==> src/rtl/axi2apb_cmd_ctrl.sv <==
// Command sequencer of the AXI-to-APB bridge: round-robin AR/AW arbitration, one APB3
// transfer per command, and the active command's id/address/error for the response datapaths.
module axi2apb_cmd_ctrl #(
  parameter int AXI_ID_WIDTH   = 6,
  parameter int AXI_ADDR_WIDTH = 32,
  parameter int AXI_DATA_WIDTH = 64,
  parameter int APB_ADDR_WIDTH = 12
) (
  input  logic                        clk,
  input  logic                        rstn,
  input  logic [AXI_ID_WIDTH-1:0]     AWID,
  input  logic [AXI_ADDR_WIDTH-1:0]   AWADDR,
  input  logic [7:0]                  AWLEN,
  input  logic                        AWVALID,
  output logic                        AWREADY,
  input  logic [AXI_ID_WIDTH-1:0]     ARID,
  input  logic [AXI_ADDR_WIDTH-1:0]   ARADDR,
  input  logic [7:0]                  ARLEN,
  input  logic                        ARVALID,
  output logic                        ARREADY,
  input  logic [AXI_DATA_WIDTH-1:0]   WDATA,
  input  logic                        WLAST,
  input  logic                        WVALID,
  output logic                        WREADY,
  output logic [APB_ADDR_WIDTH-1:0]   paddr,
  output logic                        psel,
  output logic                        penable,
  output logic                        pwrite,
  output logic [31:0]                 pwdata,
  input  logic                        pready,
  output logic [AXI_ID_WIDTH-1:0]     cmd_id,
  output logic [APB_ADDR_WIDTH+3:0]   cmd_addr,
  output logic                        cmd_err,
  input  logic                        finish_rd,
  input  logic                        finish_wr
);

  localparam int LANES       = AXI_DATA_WIDTH / 32;
  localparam int EXTRA_LANES = $clog2(LANES);

  typedef enum logic [2:0] {IDLE, WAIT_W, SETUP, ACCESS, RESP} state_t;

  state_t      state;
  logic        last_grant_wr;
  logic        w_first;
  logic        grant_rd;
  logic        grant_wr;
  logic        finish;
  logic [31:0] wlane_data;
  logic        unused_addr_bits;

  // A tie goes to whichever channel did not win last time.
  assign grant_rd = ARVALID && (!AWVALID || last_grant_wr);
  assign grant_wr = AWVALID && (!ARVALID || !last_grant_wr);

  assign ARREADY = rstn && (state == IDLE) && grant_rd;
  assign AWREADY = rstn && (state == IDLE) && grant_wr;
  assign WREADY  = (state == WAIT_W);
  assign paddr   = {cmd_addr[APB_ADDR_WIDTH-1:2], 2'b00};
  assign finish  = pwrite ? finish_wr : finish_rd;

  assign unused_addr_bits = ^{ARADDR, AWADDR};

  generate
    if (EXTRA_LANES > 0) begin : g_lane_sel
      logic [31:0] wlane [LANES];
      for (genvar g = 0; g < LANES; g++) begin : g_lane
        assign wlane[g] = WDATA[32*g +: 32];
      end
      assign wlane_data = wlane[cmd_addr[2 +: EXTRA_LANES]];
    end else begin : g_single_lane
      assign wlane_data = WDATA[31:0];
    end
  endgenerate

  always_ff @(posedge clk or negedge rstn) begin
    if (!rstn) begin
      state         <= IDLE;
      last_grant_wr <= 1'b1;
      w_first       <= 1'b0;
      psel          <= 1'b0;
      penable       <= 1'b0;
      pwrite        <= 1'b0;
      pwdata        <= '0;
      cmd_id        <= '0;
      cmd_addr      <= '0;
      cmd_err       <= 1'b0;
    end else begin
      case (state)
        IDLE: begin
          if (grant_rd) begin
            state         <= SETUP;
            psel          <= 1'b1;
            last_grant_wr <= 1'b0;
            pwrite        <= 1'b0;
            cmd_id        <= ARID;
            cmd_addr      <= ARADDR[APB_ADDR_WIDTH+3:0];
            cmd_err       <= (ARLEN != 8'd0);
          end else if (grant_wr) begin
            state         <= WAIT_W;
            w_first       <= 1'b1;
            last_grant_wr <= 1'b1;
            pwrite        <= 1'b1;
            cmd_id        <= AWID;
            cmd_addr      <= AWADDR[APB_ADDR_WIDTH+3:0];
            cmd_err       <= (AWLEN != 8'd0);
          end
        end
        // Only the first beat carries the APB data; trailing beats of a burst are drained.
        WAIT_W: begin
          if (WVALID) begin
            w_first <= 1'b0;
            if (w_first) pwdata <= wlane_data;
            if (WLAST) begin
              state <= SETUP;
              psel  <= 1'b1;
            end
          end
        end
        SETUP: begin
          state   <= ACCESS;
          penable <= 1'b1;
        end
        ACCESS: begin
          if (pready) begin
            state   <= RESP;
            psel    <= 1'b0;
            penable <= 1'b0;
          end
        end
        RESP: begin
          if (finish) state <= IDLE;
        end
        default: state <= IDLE;
      endcase
    end
  end

endmodule

==> config.mk <==
export PLATFORM = sky130hd
export DESIGN_NAME = axi2apb_cmd_ctrl
export DESIGN_NICKNAME = d
export VERILOG_FILES = /design/src/rtl/axi2apb_cmd_ctrl.sv
export SDC_FILE = /design/constraint.sdc
export NUM_CORES = 1
export LEC_CHECK = 0
export CORE_UTILIZATION = 35
export DETAILED_ROUTE_END_ITERATION = 7
export PLACE_DENSITY = 0.82
export SETUP_SLACK_MARGIN = 0.05
export SLEW_MARGIN = 20
export SYNTH_ARGS = -nofsm -noshare
export SYNTH_HDL_FRONTEND = slang
export SYNTH_SLANG_ARGS = --single-unit
==> constraint.sdc <==
create_clock -name clk -period 2.1 [get_ports clk]
set_input_delay 0.315 -clock clk [delete_from_list [all_inputs] [get_ports clk]]
set_output_delay 0.315 -clock clk [all_outputs]
set_load 0.1 [all_outputs]
Yosys cells after proc, flatten, opt, wreduce, memory -nomap -nowiden
Index checks and enable logic that the tools add are counted.
- bits in registers: 63
- output and inout bits: 73
- logic and storage cells: 75
- equality and inequality tests: 12
- reductions and logical operators: 23
- bitwise gates (word level): 1
- order comparisons: 1
- muxes and demuxes: 28
- operators by type and width (cell ; number):
    32-bit 2-to-1 mux ; 3
    16-bit 2-to-1 mux ; 2
    3-bit 2-to-1 mux ; 6
    8-bit nonzero test ; 2
    3-bit case mux with 5 select lines ; 1
    2-bit != test, second input constant ; 7
    6-bit 2-to-1 mux ; 2
    1-bit 2-to-1 mux ; 11
    5-bit AND reduction ; 2
    3-bit by 2-bit == test with 1-bit output, second input constant ; 2
    2-bit nonzero test ; 3
    1-bit logical AND ; 5
    1-bit case mux with 2 select lines ; 2
    2-bit AND reduction ; 2
    4-bit AND reduction ; 1
    3-bit by 1-bit == test with 1-bit output, second input constant ; 1
    3-bit == test, second input constant ; 1
    1-bit logical NOT ; 3
    3-bit logical NOT ; 1
    3-bit != test, second input constant ; 1
    1-bit case mux with 3 select lines ; 1
    3-bit AND reduction ; 1
    3-bit nonzero test ; 1
    2-bit greater-or-equal comparator, second input constant ; 1
    other kinds (2) ; 3

Longest topological paths before layout
- depth after elaboration: 6
- depth in mapped cells: 6
- gate-level depth less buffers: 4

Least setup slack after synthesis
No wires, ideal clock.
- kind: register -> output
- start point: register state[0]
- end point: output port AWREADY
- arrival time: 2.235 ns
- cell stages (with the launch flop): 4
- slack: -0.450 ns
- data required time: 1.785 ns
- cells stage by stage: dfrtp_1 > nor3_4 > nand2_1 > nor2b_1
- cells in the longest elaborated chain, start to end: 3
- RTL lines (element ; line ; text):
    from (decl) ; 43 ; state_t state;
    from (signal assigned) ; 78 ; state <= IDLE;
    from (signal assigned) ; 92 ; state <= SETUP;
    from (signal assigned) ; 100 ; state <= WAIT_W;
    3-bit logical NOT ; 57 ; assign AWREADY = rstn && (state == IDLE) && grant_wr;
    1-bit logical AND (2 in a row) ; 57 ;
    to (decl) ; 15 ; output logic AWREADY,
No other way between the ends.

Worst setup path after layout
- start point: input port AWVALID
- end point: output port AWREADY
- cells in the longest elaborated chain, start to end: 2
- RTL lines (element ; line ; text):
    from (decl) ; 14 ; input logic AWVALID,
    1-bit logical AND ; 54 ; assign grant_wr = AWVALID && (!ARVALID || !last_grant_wr);
    1-bit logical AND ; 57 ;
No other way between the ends.

==> flow_metrics.py <==
metrics = {
    "outcome": {
        "status": "complete, but fails checks",
        "violations": "DRC",
    },
    "drt": {
        "routed_wl_mm": 8.53,
        "vias": 2933,
        "drcViolationCount": 15,
        "wl_met2_mm": 4.44,
        "ant_nets": 0,
        "wl_per_cell_um": 13.8,
        "drtIter0Drc": 61,
        "viasPerCell": 4.75,
        "met1_length_mm": 3.15,
        "maxUsedRoutingLayer": "met4",
        "dr.pass1.iters": 8,
        "dr_wl_met3_um": 860,
    },
    "critical_path": {
        "setup.worst_path.end_class": "output port",
        "path_class": "in -> out",
        "setup.worst_path.start_class": "input port",
        "worstPathMaxFanout": 5,
        "cp.required_ps": 1780,
        "arrival_ps": 1600,
    },
    "timing": {
        "finalMaxSlewViolations": 0,
        "rsz0062_at_grt": "no",
        "fmax_ghz": 0.521,
        "finalHoldViolations": 0,
        "tightest_slew_ps": 780,
        "setup_viol": 0,
        "period_minus_slack_ps": 1920,
        "slew_headroom_pct": 48.0,
        "setup_tns_ps": 0,
        "clock_skew_ps": 10.1,
        "post-route-period-util_pct": 91.3,
        "hold_slack_ps": 185,
    },
    "synthesis": {
        "avgSynthCellArea_um2": 10.5,
        "netlist_instances": 310,
        "seq_area_frac_synth_pct": 48.4,
        "yosysWarnings": 0,
        "ys_ff_latch": 63,
        "ys_types": 30,
        "syn_area_mm2": 0.00326,
    },
    "grt": {
        "first_global_vias": 2913,
        "grt_max_degree": 65,
        "grt_pass1_wl_mm": 13.5,
        "track_usage_pct": 17.6,
        "antenna_found_initial": 0,
        "grt-ovfl-total": 0,
    },
    "die": {
        "die_h_um": 98.5,
        "core.rowCount": 34,
        "core_mm2": 0.00885,
        "num_io_pins": 238,
        "die-area_mm2": 0.00970,
        "start_util_pct": 36.8,
        "die_w_um": 98.5,
    },
    "clocking": {
        "cts_sinks": 63,
        "ctsHtreeMaxLevel": 3,
        "clockBufferDepth": 2,
        "cts_root_buf": "clkbuf_8",
        "cts_buffers": 9,
        "cts.hold.buffers_added": 0,
        "clk_latency_ps": 320,
        "tritoncts": "built",
        "cts.clk_slew.worst_paths_ps": 70,
    },
    "run": {
        "cap_violations": 0,
    },
    "layout": {
        "nNetsFinal": 670,
        "n_antenna_cell": 0,
        "area_growth_pct": 66.9,
        "drive_above_1_share_pct": 27.3,
    },
    "place": {
        "gp_congestion": 0.816,
        "portBuffers": 203,
        "place_hpwl_mm": 6.68,
    },
    "hold_path": {
        "hp-class": "in -> async",
    },
}
worst paths after layout:
| path | start | endpoint | slack (ps) | cells after the start |
|---|---|---|---|---|
| min | rstn | cmd_addr[4] | 190 | 2 |
| max | AWVALID | AWREADY | 180 | 5 |
| min in group clk | cmd_id[4] | cmd_id[4] | 480 | 2 |
| min reg2reg | cmd_id[4] | cmd_id[4] | 480 | 2 |
| max reg2reg | state[1] | state[1] | 500 | 4 |
| max in group asynchronous | rstn | cmd_addr[2] | 1330 | 2 |
cell usage in the layout, fill, tap and decap left out:
cell type,synthesis,final
nand2_1,34,34
conb_1,1,2
a311oi_2,1,1
o21ai_2,1,1
nor2b_2,0,1
nor2_2,0,2
o21ai_0,26,26
a21oi_2,28,29
buf_12,0,7
dfrtp_1,62,61
a21oi_1,9,8
nand2b_4,1,1
bufinv_16,0,2
clkdlybuf4s50_1,0,131
buf_4,14,75
inv_1,3,3
mux2i_1,56,56
nand2b_1,1,1
o21ai_4,1,1
nor3_4,2,2
a31oi_1,1,1
dfstp_2,1,1
nor4_1,4,4
clkbuf_8,0,12
o21ai_1,3,3
dfrtp_2,0,1
nand4_1,1,1
a211o_1,1,1
a221oi_1,1,1
o221a_2,1,1
and2_1,1,1
a32o_1,1,1
nor2_1,37,35
clkinv_2,0,1
buf_2,6,1
final cells by class:
| type | count | area [um2] |
|---|---|---|
| Timing Repair Buffer | 214 | 2020 |
| Tap cell | 108 | 135 |
| Clock buffer | 12 | 165 |
| Fill cell | 743 | 3410 |
| Sequential cell | 63 | 1580 |
| Multi-Input combinational cell | 214 | 1460 |
| Inverter | 3 | 11.3 |
| Clock inverter | 3 | 65.1 |
cells in the mapped netlist:
cell	number	area, um2
nand2_1	34	128
o21ai_1	3	15.0
dfstp_2	1	26.3
conb_1	1	3.75
mux2i_1	56	561
nor2b_1	1	6.26
buf_6	6	67.6
buf_4	14	105
o221a_2	1	11.3
clkbuf_1	5	18.8
o21ai_4	1	16.3
nor3_4	2	32.5
buf_2	6	30.0
a21oi_1	9	45.0
a211o_1	1	8.76
a32o_1	1	10.0
and2_1	1	6.26
nand2b_1	1	6.26
dfrtp_1	62	1550
inv_1	3	11.3
a311oi_2	1	15.0
o21ai_0	26	130
a31oi_1	1	6.26
nor2_1	37	139
a21oi_2	28	245
nand4_1	1	6.26
a221oi_1	1	8.76
o21ai_2	1	8.76
nand2b_4	1	13.8
nor4_1	4	25.0
per-layer routing:
| metal | up-vias | global-route usage (%) |
|---|---|---|
| met3 | 8 | 5.89 |
| met2 | 141 | 32.8 |
| met5 | - | 0 |
| li1 | 1450 | - |
| met1 | 1334 | 19.0 |
| met4 | 0 | 4.82 |
flip-flops by register name, indices dropped and copies added, names as in the netlist:
register / count
penable: 1
state: 3
pwrite: 1
cmd_addr: 16
psel: 1
cmd_err: 1
pwdata: 32
cmd_id: 6
last_grant_wr: 1
w_first: 1
worst max-delay path, stage by stage:
cell and delay, ps:
clkdlybuf4s50_1 560, inv_1 120, a21oi_2 190, nor2b_2 220, buf_12 190
per-stage QoR:
step           cells  setup slack (ps)  utilization (%)  instance area (um2)
5_1_grt          617               128             61.5                 5440
3_3_place_gp     602               173             58.8                 5200
2_1_floorplan    311              48.4                -                 3270
3_5_place_dp     602              97.3             58.8                 5200
6_report         617               182             61.5                 5440
4_1_cts          617              64.5             61.4                 5430
logic make-up (layout without fill, tap and decap cells):
family,Yosys count,after routing,share of synthesized area (%)
AND/OR/NAND/NOR,82,82,11.1
AO/OA/AOI/OAI,74,74,16.0
other,1,2,0.115
multiplexers,56,56,17.2
buffers and inverters,34,232,7.14
flip-flops,63,63,48.4
what timing repair did:
action,4_1_cts,5_1_grt
gates resized for setup,0,1
endpoints found under the setup margin,0,1
setup buffers,0,0
Power is not shown: default switching activity piles up to over one toggle a cycle in this logic, so the estimate is an artifact.
